<file path="src/rtl/multi_axis_step_driver_if.sv">
// Avalon-MM control bus for multi_axis_step_driver; AW = 3 + clog2(AXES).
interface multi_axis_step_driver_if #(
  parameter int AW = 4
);
  logic [AW-1:0] avs_ctrl_address;
  logic [31:0]   avs_ctrl_writedata;
  logic [3:0]    avs_ctrl_byteenable;
  logic          avs_ctrl_write;
  logic          avs_ctrl_read;
  logic [31:0]   avs_ctrl_readdata;
  logic          avs_ctrl_waitrequest;

  modport master (
    output avs_ctrl_address, avs_ctrl_writedata, avs_ctrl_byteenable,
           avs_ctrl_write, avs_ctrl_read,
    input  avs_ctrl_readdata, avs_ctrl_waitrequest
  );

  modport slave (
    input  avs_ctrl_address, avs_ctrl_writedata, avs_ctrl_byteenable,
           avs_ctrl_write, avs_ctrl_read,
    output avs_ctrl_readdata, avs_ctrl_waitrequest
  );
endinterface

</file>
<file path="src/rtl/multi_axis_step_driver.sv">
// Avalon-MM slave driving AXES two-phase steppers: rate generator, half/full stepping, PWM chopper.
// Optional macro STEP_IRQ_EN adds ins_IRQ_irq and CTRL bit5 irq_en.
module multi_axis_step_driver #(
  parameter int AXES  = 2,
  parameter int PWM_W = 16,
  parameter int CNT_W = 24
) (
  input  logic                   csi_MCLK_clk,
  input  logic                   rsi_MRST_reset_n,
  multi_axis_step_driver_if.slave avs,
  output logic [AXES-1:0]        AX,
  output logic [AXES-1:0]        AY,
  output logic [AXES-1:0]        BX,
  output logic [AXES-1:0]        BY,
  output logic [AXES-1:0]        AE,
  output logic [AXES-1:0]        BE
`ifdef STEP_IRQ_EN
  ,
  output logic                   ins_IRQ_irq
`endif
);

  localparam int AW  = 3 + $clog2(AXES);
  localparam int AXW = (AXES > 1) ? $clog2(AXES) : 1;

  typedef enum logic [1:0] {ST_IDLE, ST_RUN, ST_DONE} state_t;

  logic [PWM_W-1:0] pwm_period [AXES];
  logic [PWM_W-1:0] pwm_act    [AXES];
  logic [PWM_W-1:0] pwm_duty   [AXES];
  logic [PWM_W-1:0] pwm_cnt    [AXES];
  logic [CNT_W-1:0] step_div   [AXES];
  logic [CNT_W-1:0] step_tgt   [AXES];
  logic [CNT_W-1:0] remaining  [AXES];
  logic [CNT_W-1:0] div_cnt    [AXES];
  logic [CNT_W-1:0] div_term   [AXES];
  logic [31:0]      position   [AXES];
  logic [2:0]       phase      [AXES];
  state_t           state      [AXES];
  logic [AXES-1:0]  ctl_on, ctl_dir, ctl_half, done, pwm;
  logic [AXES-1:0]  wr_hit, start_p, stop_p, rd_status;
`ifdef STEP_IRQ_EN
  logic [AXES-1:0]  ctl_irq;
`endif

  logic [AXW-1:0] sel_ax;
  logic [2:0]     sel_reg;
  logic           sel_ok;
  logic [31:0]    rd_mux;
  logic [31:0]    wd;
  logic [3:0]     be;

  generate
    if (AXES > 1) begin : g_sel
      assign sel_ax = avs.avs_ctrl_address[AW-1:3];
    end else begin : g_sel1
      assign sel_ax = '0;
    end
  endgenerate

  assign sel_reg = avs.avs_ctrl_address[2:0];
  assign sel_ok  = (32'(sel_ax) < AXES);
  assign wd      = avs.avs_ctrl_writedata;
  assign be      = avs.avs_ctrl_byteenable;
  assign avs.avs_ctrl_waitrequest = 1'b0;

  function automatic logic [31:0] merge(input logic [31:0] old, input logic [31:0] nw,
                                        input logic [3:0] lanes);
    logic [31:0] r;
    for (int unsigned b = 0; b < 4; b++) r[8*b +: 8] = lanes[b] ? nw[8*b +: 8] : old[8*b +: 8];
    return r;
  endfunction

  function automatic logic [3:0] coil(input logic [2:0] idx);
    case (idx)
      3'd0: coil = 4'b1000;
      3'd1: coil = 4'b1010;
      3'd2: coil = 4'b0010;
      3'd3: coil = 4'b0110;
      3'd4: coil = 4'b0100;
      3'd5: coil = 4'b0101;
      3'd6: coil = 4'b0001;
      default: coil = 4'b1001;
    endcase
  endfunction

  // STOP wins over START when both are written together.
  always_comb begin
    for (int unsigned i = 0; i < AXES; i++) begin
      wr_hit[i]    = avs.avs_ctrl_write && sel_ok && (sel_ax == AXW'(i));
      start_p[i]   = wr_hit[i] && (sel_reg == 3'd4) && be[0] && wd[3] && !wd[4];
      stop_p[i]    = wr_hit[i] && (sel_reg == 3'd4) && be[0] && wd[4];
      rd_status[i] = avs.avs_ctrl_read && sel_ok && (sel_ax == AXW'(i)) && (sel_reg == 3'd5);
      div_term[i]  = (step_div[i] == '0) ? '0 : step_div[i] - CNT_W'(1);
      pwm[i]       = (pwm_act[i] != '0) && (pwm_cnt[i] < pwm_duty[i]);
    end
  end

  always_comb begin
    rd_mux = '0;
    if (sel_ok) begin
      case (sel_reg)
        3'd0: rd_mux = 32'(pwm_period[sel_ax]);
        3'd1: rd_mux = 32'(pwm_duty[sel_ax]);
        3'd2: rd_mux = 32'(step_div[sel_ax]);
        3'd3: rd_mux = 32'(step_tgt[sel_ax]);
        3'd4: begin
          rd_mux[0] = ctl_on[sel_ax];
          rd_mux[1] = ctl_dir[sel_ax];
          rd_mux[2] = ctl_half[sel_ax];
`ifdef STEP_IRQ_EN
          rd_mux[5] = ctl_irq[sel_ax];
`endif
        end
        3'd5: begin
          rd_mux[0] = (state[sel_ax] == ST_RUN);
          rd_mux[1] = done[sel_ax];
        end
        3'd6: rd_mux = position[sel_ax];
        default: rd_mux = 32'(remaining[sel_ax]);
      endcase
    end
  end

  always_ff @(posedge csi_MCLK_clk or negedge rsi_MRST_reset_n) begin
    if (!rsi_MRST_reset_n) begin
      avs.avs_ctrl_readdata <= '0;
      ctl_on   <= '0;
      ctl_dir  <= '0;
      ctl_half <= '0;
      done     <= '0;
`ifdef STEP_IRQ_EN
      ctl_irq  <= '0;
`endif
      for (int unsigned i = 0; i < AXES; i++) begin
        pwm_period[i] <= '0;
        pwm_act[i]    <= '0;
        pwm_duty[i]   <= '0;
        pwm_cnt[i]    <= '0;
        step_div[i]   <= '0;
        step_tgt[i]   <= '0;
        remaining[i]  <= '0;
        div_cnt[i]    <= '0;
        position[i]   <= '0;
        phase[i]      <= '0;
        state[i]      <= ST_IDLE;
      end
    end else begin
      if (avs.avs_ctrl_read) avs.avs_ctrl_readdata <= rd_mux;
      for (int unsigned i = 0; i < AXES; i++) begin
        if (wr_hit[i]) begin
          case (sel_reg)
            3'd0: pwm_period[i] <= PWM_W'(merge(32'(pwm_period[i]), wd, be));
            3'd1: pwm_duty[i]   <= PWM_W'(merge(32'(pwm_duty[i]), wd, be));
            3'd2: step_div[i]   <= CNT_W'(merge(32'(step_div[i]), wd, be));
            3'd3: step_tgt[i]   <= CNT_W'(merge(32'(step_tgt[i]), wd, be));
            3'd4: if (be[0]) begin
              ctl_on[i]   <= wd[0];
              ctl_dir[i]  <= wd[1];
              ctl_half[i] <= wd[2];
`ifdef STEP_IRQ_EN
              ctl_irq[i]  <= wd[5];
`endif
            end
            3'd6: if (state[i] != ST_RUN) position[i] <= merge(position[i], wd, be);
            default: ;
          endcase
        end

        // A held-at-zero counter counts as a wrap so a new PERIOD can load.
        if (pwm_act[i] == '0 || pwm_cnt[i] >= pwm_act[i] - PWM_W'(1)) begin
          pwm_cnt[i] <= '0;
          pwm_act[i] <= pwm_period[i];
        end else begin
          pwm_cnt[i] <= pwm_cnt[i] + PWM_W'(1);
        end

        if (rd_status[i]) done[i] <= 1'b0;

        case (state[i])
          ST_IDLE: if (start_p[i]) begin
            if (step_tgt[i] == '0) begin
              done[i] <= 1'b1;
            end else begin
              remaining[i] <= step_tgt[i];
              div_cnt[i]   <= '0;
              state[i]     <= ST_RUN;
            end
          end
          ST_RUN: begin
            if (stop_p[i]) begin
              state[i] <= ST_IDLE;
            end else if (div_cnt[i] >= div_term[i]) begin
              div_cnt[i]   <= '0;
              phase[i]     <= ctl_dir[i] ? phase[i] + (ctl_half[i] ? 3'd1 : 3'd2)
                                         : phase[i] - (ctl_half[i] ? 3'd1 : 3'd2);
              position[i]  <= ctl_dir[i] ? position[i] + 32'd1 : position[i] - 32'd1;
              remaining[i] <= remaining[i] - CNT_W'(1);
              if (remaining[i] == CNT_W'(1)) state[i] <= ST_DONE;
            end else begin
              div_cnt[i] <= div_cnt[i] + CNT_W'(1);
            end
          end
          default: begin
            done[i]  <= 1'b1;
            state[i] <= ST_IDLE;
          end
        endcase
      end
    end
  end

  always_comb begin
    for (int unsigned i = 0; i < AXES; i++) begin
      AX[i] = !(coil(phase[i])[3] && pwm[i]);
      AY[i] = !(coil(phase[i])[2] && pwm[i]);
      BX[i] = !(coil(phase[i])[1] && pwm[i]);
      BY[i] = !(coil(phase[i])[0] && pwm[i]);
      AE[i] = !ctl_on[i];
      BE[i] = !ctl_on[i];
    end
  end

`ifdef STEP_IRQ_EN
  assign ins_IRQ_irq = |(done & ctl_irq);
`endif

endmodule

</file>
<file path="src/flat_wrapper.sv">
// flat-port wrapper written by rule: the top's interface ports become plain ports
module multi_axis_step_driver_flat 
#(
  parameter int AXES  = 2,
  parameter int PWM_W = 16,
  parameter int CNT_W = 24
)
  (csi_MCLK_clk, rsi_MRST_reset_n, AX, AY, BX, BY, AE, BE, avs_avs_ctrl_address, avs_avs_ctrl_writedata, avs_avs_ctrl_byteenable, avs_avs_ctrl_write, avs_avs_ctrl_read, avs_avs_ctrl_readdata, avs_avs_ctrl_waitrequest);
  multi_axis_step_driver_if #(.AW(4)) avs_i ();
  input  logic csi_MCLK_clk;
  input  logic rsi_MRST_reset_n;
  output logic [AXES-1:0] AX;
  output logic [AXES-1:0] AY;
  output logic [AXES-1:0] BX;
  output logic [AXES-1:0] BY;
  output logic [AXES-1:0] AE;
  output logic [AXES-1:0] BE;
  input wire logic [$bits(avs_i.avs_ctrl_address)-1:0] avs_avs_ctrl_address;
  input wire logic [$bits(avs_i.avs_ctrl_writedata)-1:0] avs_avs_ctrl_writedata;
  input wire logic [$bits(avs_i.avs_ctrl_byteenable)-1:0] avs_avs_ctrl_byteenable;
  input wire logic [$bits(avs_i.avs_ctrl_write)-1:0] avs_avs_ctrl_write;
  input wire logic [$bits(avs_i.avs_ctrl_read)-1:0] avs_avs_ctrl_read;
  output wire logic [$bits(avs_i.avs_ctrl_readdata)-1:0] avs_avs_ctrl_readdata;
  output wire logic [$bits(avs_i.avs_ctrl_waitrequest)-1:0] avs_avs_ctrl_waitrequest;
  assign avs_i.avs_ctrl_address = avs_avs_ctrl_address;
  assign avs_i.avs_ctrl_writedata = avs_avs_ctrl_writedata;
  assign avs_i.avs_ctrl_byteenable = avs_avs_ctrl_byteenable;
  assign avs_i.avs_ctrl_write = avs_avs_ctrl_write;
  assign avs_i.avs_ctrl_read = avs_avs_ctrl_read;
  assign avs_avs_ctrl_readdata = avs_i.avs_ctrl_readdata;
  assign avs_avs_ctrl_waitrequest = avs_i.avs_ctrl_waitrequest;
  multi_axis_step_driver #(.AXES(AXES), .PWM_W(PWM_W), .CNT_W(CNT_W)) u_core (.csi_MCLK_clk(csi_MCLK_clk), .rsi_MRST_reset_n(rsi_MRST_reset_n), .avs(avs_i), .AX(AX), .AY(AY), .BX(BX), .BY(BY), .AE(AE), .BE(BE));
endmodule
</file>
<file path="config.mk">
export PLATFORM = sky130hd
export DESIGN_NAME = multi_axis_step_driver_flat
export DESIGN_NICKNAME = d
export VERILOG_FILES = /design/src/rtl/multi_axis_step_driver_if.sv /design/src/rtl/multi_axis_step_driver.sv /design/src/flat_wrapper.sv
export SDC_FILE = /design/constraint.sdc
export NUM_CORES = 1
export LEC_CHECK = 0
export ABC_AREA = 0
export CAP_MARGIN = 5
export CORE_MARGIN = 2
export CORE_UTILIZATION = 55
export DETAILED_ROUTE_END_ITERATION = 10
export HOLD_SLACK_MARGIN = 0.08
export PLACE_DENSITY = 0.72
export SLEW_MARGIN = 15
export SYNTH_ARGS = -nofsm -noshare
export SYNTH_HDL_FRONTEND = slang
export SYNTH_SLANG_ARGS = --single-unit
</file>
<file path="constraint.sdc">
create_clock -name csi_MCLK_clk -period 10.75 [get_ports csi_MCLK_clk]
set_clock_uncertainty 0.1 [all_clocks]
set_input_delay 1.075 -clock csi_MCLK_clk [delete_from_list [all_inputs] [get_ports csi_MCLK_clk]]
set_output_delay 1.075 -clock csi_MCLK_clk [all_outputs]
set_load 0.01 [all_outputs]
</file>
==> impl_metrics.toml <==
[run_status]
status = "finished, final reports clean"

[floorplanning]
floorplan.rows = 83
fp.dieArea_sq_mm = 0.0535
starting_density_pct = 55.5
die_width_um = 231
area_of_the_placeable_core_sq_mm = 0.0512
pin_count = 89
fp.dieH_um = 231

[grt]
grt_first_pass_wirelength_mm = 137
globalRouteTotalUtil_pct = 32.9
antenna_found_initial = 0
first_global_vias = 23500
global_route.overflow_total = 0
maximum_number_of_pins_on_one_net_before_global_route_repair = 92

[cts]
ctsRootBufferMaster = "clkbuf_16"
cts.path.max_buffers = 3
clk_pin_slew_worst_paths_ns = 0.06
ctsHoldBuffers = 0
cts_tree = "done"
insertion_delay_ns = 0.61
cts_repair_resize_count = 0
tritoncts_num_sinks = 434
htreeDepth = 2
cts_setup_buffers = 0
numCtsBuffers = 51

[place]
preCtsSetupSlack_ns = 5.19
dp_cells = 3682
number_of_buffer_cells_added_on_primary_ports = 87
routabilityCongestion = 1.01
post-dp-hpwl_mm = 64.9

[routing]
via_count = 24200
drt_pass1_iterations = 8
via_per_inst = 6.41
drt_first_iter_violations = 2321
finalWirelength_mm = 88.3
number_of_antenna_violating_nets_in_the_routed_design = 0
route.detailed.drc = 0
drt-wirelength-per-cell_um = 23.4

[sta]
timing_max_transition_violations_final = 0
setup_repair_after_global_routing_missed_its_margin = "no"
worst-slew-pin-transition_ns = 1.20
max_transition_margin_pct = 19.8
fin_setup_tns_ns = 0
final.min_clock_period_ns = 5.68
final.setup.worst_slack_ns = 5.07
clock.fmax_mhz = 176
timing.final.hold_violations = 0
finalSetupViolations = 0
timing.final.crit_share_pct = 52.8

[critical_path]
critPathCaptureType = "register"
timing.critical_path.arrival_ns = 6.02
cp-startpoint = "u_core.step_div[26]"
startpoint_type = "register"
r2r_slack_ns = 5.07
criticalPathCategory = "reg -> reg"
timing.critical_path.fanout_max = 22
worstRegToRegCells = 18
required_ns = 11.09
rr_startpoint = "u_core.step_div[26]"
rr_endpoint = "u_core.remaining[36]"

[cells_and_area]
insertedDiodeCount = 0
share_of_cells_above_drive_strength_1_pct = 11.5
post_layout_nonfiller_instances = 3775
area_delta_synth_final_pct = 11.3
fin_nets = 3289

[yosys]
synthesized_netlist_net_count = 3254
synthesized_flop_and_latch_total = 434
synthesis.area_sq_mm = 0.0284
post_synth_and_or_nand_nor_area_fraction_pct = 16.0
yosys-mux-area-fraction_pct = 13.6
ys_async_sr_fraction_pct = 100
netlist-cell-type-count = 88
synth-edff-count = 0
synth-xor-area-share_pct = 5.55
postSynth.topFlopCell = "dfrtp_1"
seq_total_area_yosys_pct = 38.2
area_fraction_in_compound_gates_after_synthesis_pct = 15.1
synth_cells = 3020
avgSynthCellArea_sq_um = 9.41
post_synth_adder_cell_area_pct = 8.47
yosys_warnings = 0
main_combinational_cell_family_by_area_after_synthesis = "simple AND/OR/NAND/NOR gates"

[hold_path]
hold_path.class = "in -> async"

[power]
irDropWorstVdd_v = 0.000179
leakage_nw = 14.3
post_layout_power_mw = 7.82
power_density_mw_per_mm2 = 247

[run]
drv_cap = 0
## sequential cells by signal, indices dropped and copies added, names as in the netlist
signal	flops
u_core.position	64
u_core.remaining	48
u_core.avs.avs_ctrl_readdata	32
u_core.step_tgt	48
u_core.pwm_cnt	32
u_core.phase	6
u_core.step_div	48
u_core.pwm_act	32
u_core.div_cnt	48
u_core.pwm_duty	32
u_core.ctl_on	2
u_core.done	2
u_core.pwm_period	32
u_core.ctl_half	2
u_core.state	4
u_core.ctl_dir	2
## synthesized netlist by cell type (48+ instances only)
library cell	number	area share, %
dfrtp_1	434	38
nand2_1	254	3.4
o22ai_1	50	1.1
clkbuf_1	91	1.2
nor3_1	54	0.95
xor2_1	87	2.7
a21oi_1	200	3.5
nand4_1	48	1.1
nor2_1	268	3.5
mux2i_1	158	5.6
o21ai_0	213	3.8
xnor2_1	93	2.9
inv_1	87	1.1
mux2_2	203	8.0
ha_1	186	8.2
nand3_1	71	1.3
a21o_1	66	1.7
## layer usage
layer	track usage, %	up-vias	routed length [um]	share of wire, %
met5	0	-	0	0
met2	50.5	1099	38600	44
met4	13.2	0	3880	4.4
met1	45.7	11800	37900	43
met3	6.83	217	7900	8.9
li1	-	11000	-	-
## worst max path at each step
stage / to / slack, ns / cells past startpoint
after floorplan: u_core.phase[3] / 6.18 / 18
after global placement: u_core.remaining[40] / 5.37 / 19
after detailed placement: u_core.remaining[11] / 5.19 / 15
after CTS: u_core.remaining[40] / 5.21 / 17
after global routing: u_core.remaining[25] / 4.58 / 18
final: u_core.remaining[36] / 5.07 / 18
## power by group
| part | switching (mW) | internal (mW) | total (mW) |
|---|---|---|---|
| Clock | 0.745 | 1.11 | 1.86 |
| Combinational | 1.84 | 1.45 | 3.29 |
| Sequential | 0.610 | 2.06 | 2.67 |
## critical path: stages, from the launching register on
cell and delay [ns]:
dfrtp_1 0.45, nor3_1 0.34, nand2_1 0.16, or3_1 0.39, nor4_1 0.38, nand2_1 0.16, or3_1 0.35, xnor2_1 0.14
nand2_1 0.08, ha_1 0.32, a21o_1 0.16, a21oi_1 0.20, o211ai_1 0.12, o311a_1 0.37, o31ai_2 0.18, buf_4 0.28
nand2_1 0.28, nand2_1 0.79, o21ai_0 0.25
## through the flow
stage / cell area, sq um / hold WS, ns / util (%)
floorplan: 28400 / 0.356 / -
global placement: 29800 / 0.384 / 58.3
detailed placement: 29800 / 0.387 / 58.3
CTS: 31600 / 0.382 / 61.8
global route: 31600 / 0.422 / 61.8
finish: 31600 / 0.377 / 61.8
## logic make-up after synthesis
kind of cell	after synthesis
buffers and inverters	219
adder cells (fa/ha/maj)	190
other	1
XOR/XNOR	180
flip-flops	434
AO/OA/AOI/OAI	699
multiplexers	361
AND/OR/NAND/NOR	936
## layout by cell type (no fill, tap or decap), types with 66 or more instances in the layout
cell / Yosys / layout
mux2_2: 203 / 203
a21oi_1: 200 / 200
xor2_1: 87 / 87
xnor2_1: 93 / 93
clkdlybuf4s50_1: 0 / 84
inv_1: 87 / 87
nand2_1: 254 / 254
a21o_1: 66 / 66
o21ai_0: 213 / 212
nor2_1: 268 / 267
mux2i_1: 158 / 158
nand3_1: 71 / 71
ha_1: 186 / 186
dfrtp_1: 434 / 434
## layout make-up
| type | instances | area, sq um |
|---|---|---|
| Clock buffer | 71 | 1490 |
| Inverter | 87 | 327 |
| Multi-Input combinational cell | 2367 | 16700 |
| Timing Repair Buffer | 114 | 1070 |
| Fill cell | 4275 | 19600 |
| Tap cell | 680 | 851 |
| Sequential cell | 434 | 10900 |
| Clock inverter | 22 | 298 |
Note: power is estimated with default switching activity, not from simulation.
